<file path="config.mk">
export PLATFORM = sky130hd
export DESIGN_NAME = ram_dp
export DESIGN_NICKNAME = d
export VERILOG_FILES = /design/src/rtl/ram_dp.sv
export SDC_FILE = /design/constraint.sdc
export NUM_CORES = 1
export LEC_CHECK = 0
export CORE_ASPECT_RATIO = 2
export CORE_MARGIN = 5
export CORE_UTILIZATION = 50
export CTS_CLUSTER_SIZE = 16
export DETAILED_ROUTE_END_ITERATION = 7
export GPL_ROUTABILITY_DRIVEN = 0
export PLACE_DENSITY = 0.8
export REMOVE_ABC_BUFFERS = 1
export SYNTH_ARGS = -nofsm -noshare
export SYNTH_HDL_FRONTEND = slang
export SYNTH_SLANG_ARGS = --single-unit
</file>
<file path="constraint.sdc">
create_clock -name clock -period 2.1 [get_ports clock]
set_input_delay 0.42 -clock clock [delete_from_list [all_inputs] [get_ports clock]]
set_output_delay 0.42 -clock clock [all_outputs]
set_load 0.005 [all_outputs]
</file>
<file path="src/rtl/ram_dp.sv">
`timescale 1ns/1ps
`default_nettype none
//============================================================================
// Module      : ram_dp
// Description : Simple dual-port RAM with one write port and one read port
//               that share a single clock. The read port is registered, so
//               data appears one clock after the read edge. The storage is
//               built from flops because reset must clear every word at once.
//
// Ports
//   clock      in   rising-edge clock for all sequential logic
//   RESET_N    in   asynchronous active-low reset; clears storage and data_out
//   data_in    in   [DATA_W-1:0] write data
//   wren       in   write enable, active-high
//   rden       in   read enable, active-high
//   wraddress  in   [ADDR_W-1:0] write address
//   rdaddress  in   [ADDR_W-1:0] read address
//   data_out   out  [DATA_W-1:0] registered read data
//   mem        out  [DATA_W-1:0] x DEPTH live view of every storage word
//
// Revision    : 1.0 - initial release
//============================================================================
module ram_dp #(
    parameter int DATA_W = 8,
    parameter int DEPTH  = 32,
    parameter int ADDR_W = 5
) (
    input  logic              clock,
    input  logic              RESET_N,
    input  logic [DATA_W-1:0] data_in,
    input  logic              wren,
    input  logic              rden,
    input  logic [ADDR_W-1:0] wraddress,
    input  logic [ADDR_W-1:0] rdaddress,
    output logic [DATA_W-1:0] data_out,
    output logic [DATA_W-1:0] mem [DEPTH]
);

    logic [DATA_W-1:0] r_store [DEPTH];
    logic [DATA_W-1:0] r_rd_data;

    // One register per word so the asynchronous reset can clear the whole
    // array in the same instant without a clocked sweep.
    generate
        for (genvar gi = 0; gi < DEPTH; gi++) begin : g_word
            logic w_hit;
            assign w_hit = wren && (wraddress == ADDR_W'(gi));

            always_ff @(posedge clock or negedge RESET_N) begin
                if (!RESET_N) begin
                    r_store[gi] <= '0;
                end else if (w_hit) begin
                    r_store[gi] <= data_in;
                end
            end

            assign mem[gi] = r_store[gi];
        end
    endgenerate

    // The read samples the array before the same edge's write lands, which
    // gives old-data behaviour on a same-address collision.
    always_ff @(posedge clock or negedge RESET_N) begin
        if (!RESET_N) begin
            r_rd_data <= '0;
        end else if (rden) begin
            r_rd_data <= r_store[rdaddress];
        end
    end

    assign data_out = r_rd_data;

endmodule
`default_nettype wire

</file>
==> run metrics <==
register area share after synthesis=between 50 and 60%; Worst path slowest cell=clkdlybuf4s50_1; cell depth of the worst flop-to-flop path=5; Critical Path Source=rdaddress[1]; Reg area=approximately 6600 µm²; Final Max Tran Viols=0; Final Setup Violations=0; ys flop type=dfrtp_1; Yosys reg bits=264; combinational power share=roughly 29%; unrepaired setup endpoints after global routing=no; Post-Synthesis Cells=about 900; ANT nets after route=0; vias in the first global route=between 9000 and 10000; DRC viols=0; Unique masters post-synth=26; vias post-DR=~9100; starting density of the core=50.4%; crit path cell chain=clkdlybuf4s50_1 -> buf_4 -> nor2_2 -> buf_4 -> a22oi_1 -> a21oi_1 -> nor4_1 -> mux2_2; worst skew pair latency=between 500 and 600 ps; part of the power in registers=43.6%; CP endpoint=data_out[5]$_DFFE_PN0P_; outcome=finished, final reports clean; count leader, synth=dfrtp_1; DIE AREA=28000 µm²; Post-synth EDFFs=0; CP Class=in2reg; pre-CTS setup slack=-505 ps; P&R area growth vs syn=40.1%; clock group share of total power=between 20% and 30%; TritonCTS Buffers=23; WL final=approximately 41000 µm; post-CTS setup buffer count=0; H-tree depth=1; FILL cells=1728; Worst IR Drop VDD=a little under 0.0008 V; skew final=25.3 ps; DIE WIDTH=121 µm; Root Driver=clkbuf_16; initial antenna violation count=1; Leakage=7.70 nW; Area contributors post-synth=dfrtp_1 54%, mux2_2 24%, mux2i_1 10%; post-layout util=70.7%; Final Hold Vio Count=0; dpl hpwl=between 30000 and 40000 µm; crit path buf inv count=3; initial detailed-routing violation count=635; MaxCap Viol Count=0; worst flop-to-flop path startpoint=mem[192]$_DFFE_PN0P_; multi-input logic area=around 5300 µm²; syn avg cell area=13.9 µm²; crit path time final=roughly 2000 ps; total grt overflow=0; tightest slew margin relative to the limit=just under 70%; Routed WL per cell=around 26 µm; critical path peak fanout=24; CTS tree=yes; CP startpoint kind=input pin; Crit path required time=roughly 2500 ps; post-synth top area share=between 50% and 60%; first-pass GRT wire length=between 60000 and 70000 µm; Hold Crit Class=in2async; Post-Synthesis Cell Area=between 10000 and 15000 µm²; largest net degree at the start of global routing=80; Die Y=~230 µm; Yosys warnings=0; cell accounting for the most synthesized area=dfrtp_1; net switching power figure=~4.6 mW; Tcrit/Tclk final=between 90 and 100%; fraction of registers with async set/reset=between 90% and 100%; R2R setup slack=approximately 470 ps; Via-to-Cell Ratio=5.93; Worst Path Arrival=around 2500 ps; Sw Share=28.3%; clock tree buffer depth=3; Pre-Repair DR Iteration Count=5; PD cells=about 940 nW/µm²; clk slew on worst S/H paths=70 ps; CP top delay family=buffers and inverters; # rows=81; CP peak stage delay=between 500 and 600 ps; Int Power=~12 mW; Fmax=~500 MHz; # IOs=approximately 290; cell count along the critical path=8; Setup WS post-layout=around 40 ps; commonest cells in the synthesized netlist=264 x dfrtp_1, 263 x mux2_2, 128 x mux2i_1; actual slew at the worst max-slew pin=~460 ps; GRT Resource Usage Total=29.2%; share of layout cells above drive strength 1=between 30% and 40%; CTS sink count=264; Port-buffer cells=between 200 and 300; CP most frequent cell=buf_4; Core ar.=24300 µm²; Layout Nets=around 1300; R2R Path End=data_out[0]$_DFFE_PN0P_; CP endpoint kind=register
==> cell type report <==
cell class                 count  share of cell area [%]
multi-input combinational    552                    31.1
timing repair buffer         396                    23.9
sequential                   264                    38.4
antenna                        1                  0.0146
clock buffer                  33                    3.97
clock inverter                 6                   0.502
tap                          290                    2.11
==> power groups by stage <==
stage               Sequential (mW)  Combinational [mW]  Clock (mW)
floorplan                      6.90                1.43           0
global placement               7.06                4.59           0
detailed placement             7.10                4.67           0
CTS                            7.02                4.70        4.45
global route                   7.14                4.94        4.62
finish                         7.02                4.66        4.40
==> metrics by stage <==
stage | total power, mW | TNS, ps | std cells | hold slack (ps) | cell area [µm²]
floorplan | 8.33 | -1780 | 816 | 124 | 11900
global placement | 11.6 | -10080 | 1501 | 332 | 16400
detailed placement | 11.8 | -17520 | 1501 | 334 | 16400
CTS | 16.2 | 0 | 1541 | 355 | 17200
global route | 16.7 | 0 | 1542 | 400 | 17200
finish | 16.1 | 0 | 1542 | 360 | 17200
==> placed cells by master, fill, tap and decap left out, types with 3 or more instances in the layout <==
cell type	count
mux2i_1	128
dfrtp_1	264
a22oi_1	63
clkbuf_16	23
nand2b_1	5
nor4_1	8
nor3_2	4
a21oi_1	32
mux2_2	263
nand2_1	11
nand2_2	4
clkbuf_8	7
buf_4	77
nor2_2	13
buf_12	33
nor2b_1	4
clkbuf_1	3
nand4b_1	3
clkdlybuf4s50_1	283
==> how the worst min path moves through the flow <==
stage,start,end,cells past startpoint
after floorplan,RESET_N,data_out[0]$_DFFE_PN0P_,0
after global placement,RESET_N,mem[104]$_DFFE_PN0P_,1
after detailed placement,RESET_N,mem[104]$_DFFE_PN0P_,1
after CTS,RESET_N,mem[104]$_DFFE_PN0P_,2
after global routing,RESET_N,mem[104]$_DFFE_PN0P_,2
final,RESET_N,mem[104]$_DFFE_PN0P_,2
==> logic make-up after synthesis <==
group                  synth area share (%)
AOI/OAI and AO/OA                      5.22
DFF                                    53.9
buffers and inverters                  2.72
and+or+nand+nor                        3.51
muxes                                  34.7
==> registers in the layout, indices dropped and copies added (netlist names) <==
register and count:
data_out 8, mem 256
==> layer usage <==
metal / GRT usage (%) / routed length [µm]
met1: 32.7 / 14200
met2: 51.7 / 21800
met3: 4.40 / 2100
met4: 17.4 / 2630
met5: 0 / 0
==> what timing repair did <==
action / CTS / global route
endpoints found under the setup margin: 0 / 1
hold buffers: 1 / 0
resized for setup: 0 / 1
hold endpoints to repair: 38 / 0
Note: power is estimated with default switching activity, not from simulation.
